$ cat config.mk
export PLATFORM = sky130hd
export DESIGN_NAME = pipe_stage_buf
export DESIGN_NICKNAME = d
export VERILOG_FILES = /design/src/rtl/pipe_stage_buf.sv
export SDC_FILE = /design/constraint.sdc
export NUM_CORES = 1
export LEC_CHECK = 0
export ABC_CLOCK_PERIOD_IN_PS = 2080
export CORE_MARGIN = 3
export CORE_UTILIZATION = 35
export CTS_CLUSTER_SIZE = 8
export DETAILED_ROUTE_END_ITERATION = 16
export SYNTH_ARGS = -nofsm -noshare
export SYNTH_HDL_FRONTEND = slang
export SYNTH_SLANG_ARGS = --single-unit
$ cat constraint.sdc
create_clock -name clk -period 2.08 [get_ports clk]
set_input_delay 0.208 -clock clk [delete_from_list [all_inputs] [get_ports clk]]
set_output_delay 0.208 -clock clk [all_outputs]
set_load 0.05 [all_outputs]
$ cat src/rtl/pipe_stage_buf.sv
// pipe_stage_buf -- pipeline-stage register for inter-stage boundaries.
//
// Holds a DATA_W-bit payload bundle behind a valid/ready handshake, with a
// synchronous flush and a known bubble value (NOP_VALUE) shown whenever the
// stage is empty.
//
// Handshake: a transfer happens on a rising edge where valid & ready are both
// 1. A source holds valid and data stable until the transfer. A sink may
// change ready at any time. This stage keeps out_data stable while
// out_valid=1 and out_ready=0.
//
// SKID=0 : one entry. in_ready = !out_valid | out_ready (combinational path
//          from out_ready to in_ready).
// SKID=1 : two entries (head + skid). in_ready depends only on the state flops
//          and rst_n, which breaks the ready chain between stages.
//
// Ports
//   clk        in   rising-edge clock
//   rst_n      in   synchronous active-low reset
//   flush      in   drop all held entries and any same-cycle input transfer
//   in_valid   in   upstream payload valid
//   in_ready   out  stage can accept (forced 0 while rst_n=0)
//   in_data    in   upstream payload
//   out_valid  out  head entry valid
//   out_ready  in   downstream accepts
//   out_data   out  head payload, or NOP_VALUE when out_valid=0
//   occupancy  out  held entries (0..2). This is also the FSM state encoding.
module pipe_stage_buf #(
  parameter int          DATA_W    = 32,
  parameter int          SKID      = 1,
  parameter logic [31:0] NOP_VALUE = 32'h0000_0013
) (
  input  logic              clk,
  input  logic              rst_n,
  input  logic              flush,
  input  logic              in_valid,
  output logic              in_ready,
  input  logic [DATA_W-1:0] in_data,
  output logic              out_valid,
  input  logic              out_ready,
  output logic [DATA_W-1:0] out_data,
  output logic [1:0]        occupancy
);

  // The NOP is zero-extended or truncated to the payload width.
  localparam logic [DATA_W-1:0] NOP_W = DATA_W'(NOP_VALUE);

  // The state encoding is the entry count, so occupancy shows the state directly.
  typedef enum logic [1:0] {
    ST_EMPTY = 2'd0,
    ST_ONE   = 2'd1,
    ST_TWO   = 2'd2
  } state_e;

  state_e            state_q, state_d;
  logic [DATA_W-1:0] head_q, head_d;
  logic [DATA_W-1:0] skid_q, skid_d;

  logic in_fire;
  logic out_fire;

  assign in_fire  = in_valid & in_ready;
  assign out_fire = out_valid & out_ready;

  // State register.
  always_ff @(posedge clk) begin
    if (!rst_n) begin
      state_q <= ST_EMPTY;
      head_q  <= NOP_W;
      skid_q  <= NOP_W;
    end else begin
      state_q <= state_d;
      head_q  <= head_d;
      skid_q  <= skid_d;
    end
  end

  // Next-state and data-path logic.
  always_comb begin
    state_d = state_q;
    head_d  = head_q;
    skid_d  = skid_q;
    if (flush) begin
      // A same-cycle input transfer still completes upstream but is dropped here.
      state_d = ST_EMPTY;
    end else begin
      unique case (state_q)
        ST_EMPTY: begin
          if (in_fire) begin
            state_d = ST_ONE;
            head_d  = in_data;
          end
        end
        ST_ONE: begin
          if (in_fire && out_fire) begin
            head_d = in_data;
          end else if (in_fire) begin
            if (SKID != 0) begin
              state_d = ST_TWO;
              skid_d  = in_data;
            end else begin
              // Unreachable with SKID=0: in_ready is low when the head is stalled.
              head_d = in_data;
            end
          end else if (out_fire) begin
            state_d = ST_EMPTY;
          end
        end
        ST_TWO: begin
          // No input is accepted here, so the skid entry can never be overwritten.
          if (out_fire) begin
            state_d = ST_ONE;
            head_d  = skid_q;
          end
        end
        default: state_d = ST_EMPTY;
      endcase
    end
  end

  // Output logic.
  always_comb begin
    out_valid = (state_q != ST_EMPTY);
    out_data  = out_valid ? head_q : NOP_W;
    occupancy = state_q;
    if (SKID != 0) begin
      in_ready = rst_n & (state_q != ST_TWO);
    end else begin
      in_ready = rst_n & (!out_valid | out_ready);
    end
  end

endmodule

# Yosys cells after proc, flatten, opt, wreduce, memory -nomap -nowiden
# Index checks and enable logic that the tools add are counted.
# totals
register_bits	66
elab_cells	36
# classes
eq_ne	8
mux	11
n_bitwise	6
n_reduce_logical	8
# op_table
operator	n
32-bit two-way mux	4
32-bit one-hot mux with 3 select lines	1
2-bit two-way mux	5
2-bit inequality test (second input constant)	5
4-bit AND reduction	2
2-bit one-hot mux with 3 select lines	1
5-bit AND reduction	1
1-bit AND	3
3-bit inequality test (second input constant)	1
1-bit inverter	3
3-bit nonzero test	1
2-bit by 1-bit equality test with 1-bit output (second input constant)	1
2-bit equality test (second input constant)	1
2-bit zero test	1
2-bit nonzero test	1
2-bit OR reduction	1
1-bit logical AND	1

# Logic depth before layout (Yosys ltp)
# Gate-level depths: netlist of run 1.
# depth
word_depth	6
ltp_mapped	7
mapped_depth_nobuf	4

# Worst setup path before layout of run 1
# OpenSTA, ideal clock, no wires.
# synth_path
kind	reg-to-output
from	register state_q[1], in the netlist occupancy[1]
to	output port out_data[10]
t_arrival_ns	1.869
path_slack_ns	0.003
stages_incl_launch_ff	4
n_path_buf	1
cell_sequence	dfxtp_1 -> nor2_1 -> clkbuf_1 -> nor2b_1
# synth_via
elab_chain_cells	2
# synth_lines
element	line	rtl
start: declaration	55	state_e state_q, state_d;
start signal: assignment	72	state_q <= state_d;
2-bit nonzero test	123	out_valid = (state_q != ST_EMPTY);
32-bit two-way mux	124	out_data = out_valid ? head_q : NOP_W;
end: declaration	41	output logic [DATA_W-1:0] out_data,
# Every way passes these cells.

# Final worst setup path of run 1
# layout_path
from	register state_q[1], in the netlist occupancy[1]
to	output port occupancy[1]
# layout_lines
element	line	rtl
end: declaration	42	output logic [1:0] occupancy
# No word-level cell between the ends.

==> results of run 1 <==
cell usage after synthesis (2+ instances only):
master | number | area [µm²]
or2_2 | 3 | 18.8
buf_2 | 9 | 45.0
nand3b_1 | 2 | 15.0
a211oi_1 | 4 | 30.0
clkbuf_1 | 10 | 37.5
nor2_1 | 30 | 113
nand3_1 | 6 | 30.0
nand2b_1 | 2 | 12.5
a211oi_2 | 25 | 313
buf_6 | 3 | 33.8
a21oi_1 | 30 | 150
mux2i_1 | 32 | 320
buf_4 | 5 | 37.5
nand2_1 | 66 | 248
o31a_1 | 3 | 26.3
nor2b_1 | 30 | 188
dfxtp_1 | 66 | 1320
through the flow:
stage	power, mW	hold slack (ns)
after floorplan	1.60	0.284
after global placement	1.75	0.440
after detailed placement	1.76	0.446
after CTS	2.84	0.429
after global routing	2.93	0.435
final	2.80	0.449
worst paths after layout:
path           startpoint           end  slack, ns  cells past startpoint
max          occupancy[1]  occupancy[1]       0.15                      1
min           in_data[31]    skid_q[31]       0.45                      3
max reg2reg  occupancy[1]    head_q[17]       0.48                      5
min reg2reg     skid_q[7]     skid_q[7]       0.45                      2
cell type report:
cell class / count / area, µm²
fill: 827 / 4290
inverter: 2 / 7.51
clock buffer: 11 / 141
tap: 105 / 131
multi-input combinational: 243 / 1570
clock inverter: 5 / 53.8
timing repair buffer: 83 / 831
sequential: 66 / 1320
state kept, by name, indices dropped and copies added (netlist names):
name / flops
occupancy: 2
head_q: 32
skid_q: 32
per-layer routing:
layer / global-route usage [%] / up-vias
li1: - / 1282
met1: 20.6 / 1129
met2: 22.2 / 55
met3: 4.00 / 10
met4: 6.93 / 0
met5: 0 / -
kinds of logic after synthesis:
kind of cell	count (synthesis)	share of synthesized area, %
flip-flops	66	43.5
AO/OA/AOI/OAI	66	18.6
buffers and inverters	29	5.31
AND/OR/NAND/NOR	145	22.1
multiplexers	32	10.5
power by group:
part | switching (mW) | leakage [nW] | total [mW] | internal, mW
logic | 0.209 | 1.02 | 0.391 | 0.182
registers | 0.0213 | 0.537 | 1.33 | 1.31
clock network | 0.493 | 0.103 | 1.08 | 0.583
total | 0.723 | 1.65 | 2.80 | 2.07
==> reports/summary.txt, run 1 <==
status -> finished, final reports clean
HPWL Detailed -> 4560 µm
via count -> 2476
Period Utilization, post-route -> 92.7%
initial antenna violation count -> 0
Placed Cells -> 499
EDFF count, synth -> 0
final non-filler cell total -> 515
CTS Buf Count -> 9
DR WL/cell -> 13.5 µm
VDD IR max -> 272 µV
drt pass-1 iters -> 4
DP Area -> 3860 µm²
IO buf count -> 72
met2 wire len -> 3070 µm
Worst Path Max Fanout -> 10
CP Capture Type -> output pin
Buf+Inv Stages, Crit Path -> 1
Area Growth Syn to Fin -> 33.4%
Die ar. -> 9840 µm²
unrepaired setup endpoints after global routing -> false
CTS sink count -> 66
achievable frequency -> 519 MHz
critical path's slowest cell -> clkdlybuf4s50_1
met3 WL -> 393 µm
Ant. Diodes -> 0
critical path arrival -> 1.72 ns
FFs w/ async S/R, synth -> 0%
Post-Syn Area per Cell -> 9.00 µm²
total of cells resized after clock tree synthesis -> 0
Detailed Route Iter0 Violations -> 64
initial core utilization -> 36.5%
CTS tree -> built
post-place setup slack -> 0.206 ns
worst path cell trace -> clkdlybuf4s50_1
layout cells sized above 1 -> 22.7%
Reg clk slew, reported paths -> 0.08 ns
actual slew at the worst max-slew pin -> 0.496 ns
largest net degree at the start of global routing -> 39
FF+latch count, synth -> 66
wirelength, routed -> 6970 µm
Die Ht -> 99.2 µm
CP delay by family, top -> buffers and inverters
htree depth -> 3
final hold violations -> 0
Crit Path Category -> reg2out
commonest cells after routing, fill and taps aside -> nand2_1, dfxtp_1, clkdlybuf4s50_1
Mapped Area -> 3040 µm²
Max Cap Violations -> 0
post-CTS setup buffer count -> 0
antenna-violating nets left -> 0
syn nets -> 375
vias in the first global route -> 2400
synthesized netlist cell count -> 338
clock root cell -> clkbuf_8
Core ar. -> 8340 µm²
FP Rows -> 33
clk buf depth -> 2
Die W -> 99.2 µm
Tmin final -> 1.93 ns
Leak Pwr -> 1.65 nW
Design Area, Final -> 4060 µm²
setup_tns -> 0 ns
Primary FF master, synth -> dfxtp_1
first-pass GRT wire length -> 11900 µm
cell area power density -> 690 nW/µm²
Clock Skew -> 0.00799 ns
met1 WL -> 3390 µm
Top-Level Pins -> 73
# setup viols final -> 0
Tightest Hold Check Type -> in2reg
Worst-Skew Late Latency -> 0.34 ns
hold_buf cts -> 0
synth unique cells -> 29
Crit path largest cell delay -> 0.87 ns
post-synthesis sequential area ratio -> 43.5%
top layer in use -> met4
gr usage total -> 15.1%
post-route worst setup slack -> 0.152 ns
Ys Warns -> 0
post-DR vias/cell -> 4.81
Residual DRC -> 0
max-slew violation count -> 0
Worst Path Required -> 1.87 ns
Startpoint Class -> register
nets@finish -> 442
fin util -> 48.6%
Slew HR -> 66.9%
total global routing overflow -> 0
GPL Wtd Cong -> 0.749
No activity file was read; power rests on OpenSTA's default activity.
==> run 2, diff against run 1 <==
Settings changed: ABC_CLOCK_PERIOD_IN_PS 2080 to 2150, CTS_BUF_LIST from default to sky130_fd_sc_hd__clkbuf_8.
Clock period 2.08 ns to 2.15 ns, I/O delays scaled along.
==> run 2 against run 1 <==
Sequential power decreased by 3%. Largest power group unchanged. Global-route usage fell by 0.59 points. Clock-buffer cell count is 2 lower. Setup slack improved by 0.064 ns. Via count increased by 0.69%. Design area is 1.0% lower.
==> reports/summary.txt, run 2 (same netlist as run 1, synthesis figures left out) <==
total of cells resized after clock tree synthesis -> 0
fin util -> 48.1%
Worst Path Max Fanout -> 10
VDD IR max -> 264 µV
Switching Share -> 28.1%
first-pass GRT wire length -> 11500 µm
Critical Path Stages -> 1
Max Cap Violations -> 0
post-DR vias/cell -> 4.83
Detailed Route Iter0 Violations -> 101
hold depth -> 3
Ant. Diodes -> 0
Buf+Inv Stages, Crit Path -> 1
largest net degree at the start of global routing -> 41
Leak Pwr -> 1.63 nW
Startpoint Class -> register
Die ar. -> 9840 µm²
via count -> 2493
wirelength, routed -> 7040 µm
Crit path largest cell delay -> 0.87 ns
# setup viols final -> 0
Tmin final -> 1.93 ns
Die W -> 99.2 µm
Top-Level Pins -> 73
CTS tree -> built
GPL Wtd Cong -> 0.729
initial antenna violation count -> 0
CTS sink count -> 66
DR WL/cell -> 13.6 µm
initial core utilization -> 36.5%
Comb power frac -> 14.6%
actual slew at the worst max-slew pin -> 0.500 ns
gr usage total -> 14.5%
layout cells sized above 1 -> 23.1%
htree depth -> 3
power share of the sequential group -> 50.0%
CTS Buf Count -> 9
critical path's slowest cell -> clkdlybuf4s50_1
worst path cell trace -> clkdlybuf4s50_1
HPWL Detailed -> 4610 µm
status -> finished, final reports clean
unrepaired setup endpoints after global routing -> false
critical path arrival -> 1.72 ns
hold_buf cts -> 0
commonest cells after routing, fill and taps aside -> nand2_1, dfxtp_1, buf_4
drt pass-1 iters -> 4
fill cell count -> 823
cell area power density -> 641 nW/µm²
CP delay by family, top -> buffers and inverters
Die Ht -> 99.2 µm
Clock Skew -> 0.00849 ns
P_int -> 1.85 mW
Worst Path Required -> 1.93 ns
Reg clk slew, reported paths -> 0.08 ns
Residual DRC -> 0
antenna-violating nets left -> 0
final hold violations -> 0
Clock Power Share -> 35.4%
nets@finish -> 443
clk buf depth -> 2
Area Growth Syn to Fin -> 32.0%
cells on worst reg2reg path -> 5
achievable frequency -> 517 MHz
Crit Path Category -> reg2out
vias in the first global route -> 2412
post-CTS setup buffer count -> 0
CP Capture Type -> output pin
Core ar. -> 8340 µm²
Period Utilization, post-route -> 90.0%
Tightest Hold Check Type -> in2reg
max-slew violation count -> 0
clock root cell -> clkbuf_8
net switching power -> 0.722 mW
Worst-Skew Late Latency -> 0.34 ns
setup_tns -> 0 ns
FP Rows -> 33
total global routing overflow -> 0
IO buf count -> 72
Slew HR -> 66.6%
## run 2: cell count changes in the layout (fill, tap and decap cells not counted)
cell	previous run	this run
buf_4	36	39
clkinvlp_4	0	3
buf_12	9	7
clkbuf_8	10	9
clkbuf_1	1	0
bufinv_16	1	0
## run 2: path summary, 6_finish.rpt
| path | from | endpoint | slack (ns) |
|---|---|---|---|
| max | occupancy[1] | occupancy[1] | 0.22 |
| min reg2reg | skid_q[31] | skid_q[31] | 0.45 |
| max reg2reg | occupancy[1] | head_q[12] | 0.51 |
| min | in_data[17] | skid_q[17] | 0.45 |
## run 2: cell type report
type                            instances  area, µm²  area share (%)
Clock inverter                          7       46.3            1.15
Tap cell                              105        131            3.27
Multi-Input combinational cell        243       1570            39.1
Inverter                                2       7.51           0.187
Clock buffer                            9        124            3.09
Timing Repair Buffer                   84        813            20.3
Sequential cell                        66       1320            32.9
## run 2: worst reg2reg max path: stages, from the launching register on
cell       delay (ns)
dfxtp_1          0.40
nand4bb_1        0.28
a31oi_4          0.25
buf_4            0.32
nor2_1           0.11
a211oi_2         0.20
## run 2: per-stage QoR
stage          setup slack (ns)  power (mW)  std cells  instance area (µm²)  hold slack [ns]
5_1_grt                   0.132        2.71        516                 4010            0.446
6_report                  0.215        2.57        516                 4010            0.446
4_1_cts                   0.185        2.61        516                 4010            0.436
3_5_place_dp              0.225        1.69        500                 3840            0.447
3_3_place_gp              0.307        1.69        500                 3840            0.441
2_1_floorplan            0.0661        1.55        338                 3040            0.291
## run 2: power groups by stage
stage                     clock network, mW  logic (mW)  registers, mW
after detailed placement                  0       0.378           1.32
after CTS                             0.941       0.379           1.29
after floorplan                           0       0.231           1.31
after global placement                    0       0.373           1.32
after global routing                   1.00       0.409           1.29
final                                 0.910       0.375           1.29
## run 2: metal layers
layer	part of all wire [%]	vias up	GRT usage [%]	wire, µm
met5	0	-	0	0
met4	1.3	0	4.73	89
met3	4.6	8	4.00	327
met2	44	53	22.0	3130
met1	50	1149	20.0	3490
li1	-	1283	-	-
==> run 3, diff against run 2 <==
Settings changed: ABC_CLOCK_PERIOD_IN_PS 2150 to 1700, SLEW_MARGIN from default to 20.
Clock period 2.15 ns to 1.7 ns, I/O delays scaled along.
==> run 3 against run 2 <==
Critical path depth is 3 higher. Sequential share of layout area is 2.5 points lower. Power is 45% higher. Non-clock buffer count rose by 6. Critical endpoint is now in_ready. Critical path type unchanged. Clock power up 71%. Clock-buffer cell count unchanged. Cell count rose by 1.2%. Via count grew 2.6%. Hold slack got worse by 0.046 ns. Combinational power increased by 42%.
==> reports/summary.txt, run 3 (same netlist as run 1, synthesis figures left out) <==
Crit Path Category -> reg2out
initial core utilization -> 36.5%
power share of the sequential group -> 43.9%
clock root cell -> clkbuf_8
P_int -> 2.82 mW
Leak Pwr -> 1.77 nW
sequential cell area -> 1330 µm²
Clock Power Share -> 41.8%
initial antenna violation count -> 0
max-slew violation count -> 0
Top-Level Pins -> 73
IO buf count -> 72
CTS sink count -> 66
Die ar. -> 9840 µm²
critical path arrival -> 1.48 ns
Tightest Hold Check Type -> in2reg
Reg clk slew, reported paths -> 0.07 ns
WHS -> 0.400 ns
critical path's slowest cell -> dfxtp_4
CP Capture Type -> output pin
first-pass GRT wire length -> 12700 µm
vias in the first global route -> 2519
Startpoint Class -> register
actual slew at the worst max-slew pin -> 0.298 ns
worst setup path start -> occupancy[0]
Max Cap Violations -> 0
Die Ht -> 99.2 µm
VDD IR max -> 382 µV
r2r setup slk -> 0.17 ns
most common cell after layout, fill and taps aside -> nand2_1
area of the multi-input gates -> 1740 µm²
Tot Pwr -> 3.72 mW
CTS Buf Count -> 9
Die W -> 99.2 µm
nets@finish -> 449
Worst Path Required -> 1.53 ns
layout cells sized above 1 -> 30.9%
status -> finished, final reports clean
total global routing overflow -> 0
post-DR vias/cell -> 4.90
clk buf depth -> 2
Detailed Route Iter0 Violations -> 88
fill cell count -> 778
unrepaired setup endpoints after global routing -> true
DR WL/cell -> 14.4 µm
wirelength, routed -> 7490 µm
achievable frequency -> 607 MHz
GPL Wtd Cong -> 0.786
Ant. Diodes -> 0
FP Rows -> 33
gr usage total -> 16.1%
worst reg2reg path startpoint -> occupancy[1]
Residual DRC -> 0
Crit path largest cell delay -> 0.37 ns
worst path cell trace -> nand2b_2, buf_12, and2_1, buf_12
Clock Skew -> 0.00812 ns
hold depth -> 3
via count -> 2558
CP Capture Point -> in_ready
HPWL Detailed -> 4910 µm
htree depth -> 3
drt pass-1 iters -> 4
Worst Path Max Fanout -> 17
Comb power frac -> 14.3%
Worst path most repeated cell -> buf_12
Switching Share -> 24.3%
antenna-violating nets left -> 0
Core ar. -> 8340 µm²
# setup viols final -> 0
Area Growth Syn to Fin -> 43.8%
CTS tree -> built
final hold violations -> 0
net switching power -> 0.904 mW
cells on worst reg2reg path -> 5
cell area power density -> 851 nW/µm²
post-CTS setup buffer count -> 0
Tmin final -> 1.65 ns
largest net degree at the start of global routing -> 39
Worst-Skew Late Latency -> 0.34 ns
commonest cells after routing, fill and taps aside -> nand2_1, dfxtp_1, buf_4
reg-to-reg critical path endpoint -> head_q[30]
Slew HR -> 79.6%
Period Utilization, post-route -> 97.0%
==> run 3: changes by cell type in the layout (fill, tap and decap cells not counted), sizes merged <==
| cell | change |
|---|---|
| buf | +7 |
| bufinv | +3 |
| clkinv | -3 |
| clkdlybuf4s50 | -2 |
| clkinvlp | -2 |
| inv | +2 |
| bufbuf | +1 |
==> run 3: area by class of cell <==
class | instances | area share (%)
well taps | 105 | 3.00
repair buffers | 90 | 21.3
flip-flops and latches | 66 | 30.4
inverters | 2 | 0.172
clock buffers | 9 | 2.83
multi-input cells | 243 | 39.8
clock inverters | 7 | 2.52
==> run 3: metrics by stage <==
stage          setup slack, ns  std cells  setup TNS [ns]  area (µm²)  utilization (%)
3_3_place_gp           -0.0573        505           -1.36        4100             49.1
5_1_grt               -0.00281        522        -0.00281        4370             52.4
3_5_place_dp            -0.131        505           -3.73        4100             49.1
6_report                0.0517        522               0        4370             52.4
2_1_floorplan           0.0237        338               0        3210                -
4_1_cts                0.00261        522               0        4370             52.4
==> run 3: layer usage <==
layer	vias up	wire length [µm]	GRT usage, %
li1	1299	-	-
met1	1192	3670	22.3
met2	62	3370	24.5
met3	5	385	4.77
met4	0	63	4.10
met5	-	0	0
==> run 3: worst min-delay path by stage <==
stage | end | from | slack (ns)
after floorplan | occupancy[0] | flush | 0.24
final | skid_q[26] | in_data[26] | 0.40
after detailed placement | skid_q[7] | skid_q[7] | 0.45
after global placement | skid_q[18] | skid_q[18] | 0.44
after CTS | skid_q[23] | in_data[23] | 0.39
after global routing | skid_q[26] | in_data[26] | 0.39
==> run 3: worst max-delay path, delay by kind of cell, from the launching register on <==
family	cells	cell delay [ns]
buf+inv	2	0.34
simple gates	2	0.42
flops	1	0.37
==> run 3: power groups by stage <==
stage | logic, mW | registers, mW | clock network (mW)
finish | 0.532 | 1.63 | 1.56
global route | 0.574 | 1.64 | 1.67
CTS | 0.538 | 1.64 | 1.60
detailed placement | 0.534 | 1.67 | 0
global placement | 0.525 | 1.67 | 0
floorplan | 0.330 | 1.66 | 0
==> run 3: repair_timing <==
| action | CTS | global route |
|---|---|---|
| endpoints found under the setup margin | 3 | 5 |
| gates resized for setup | 1 | 2 |
| gates cloned | 1 | 0 |
| hold buffers | 0 | 0 |
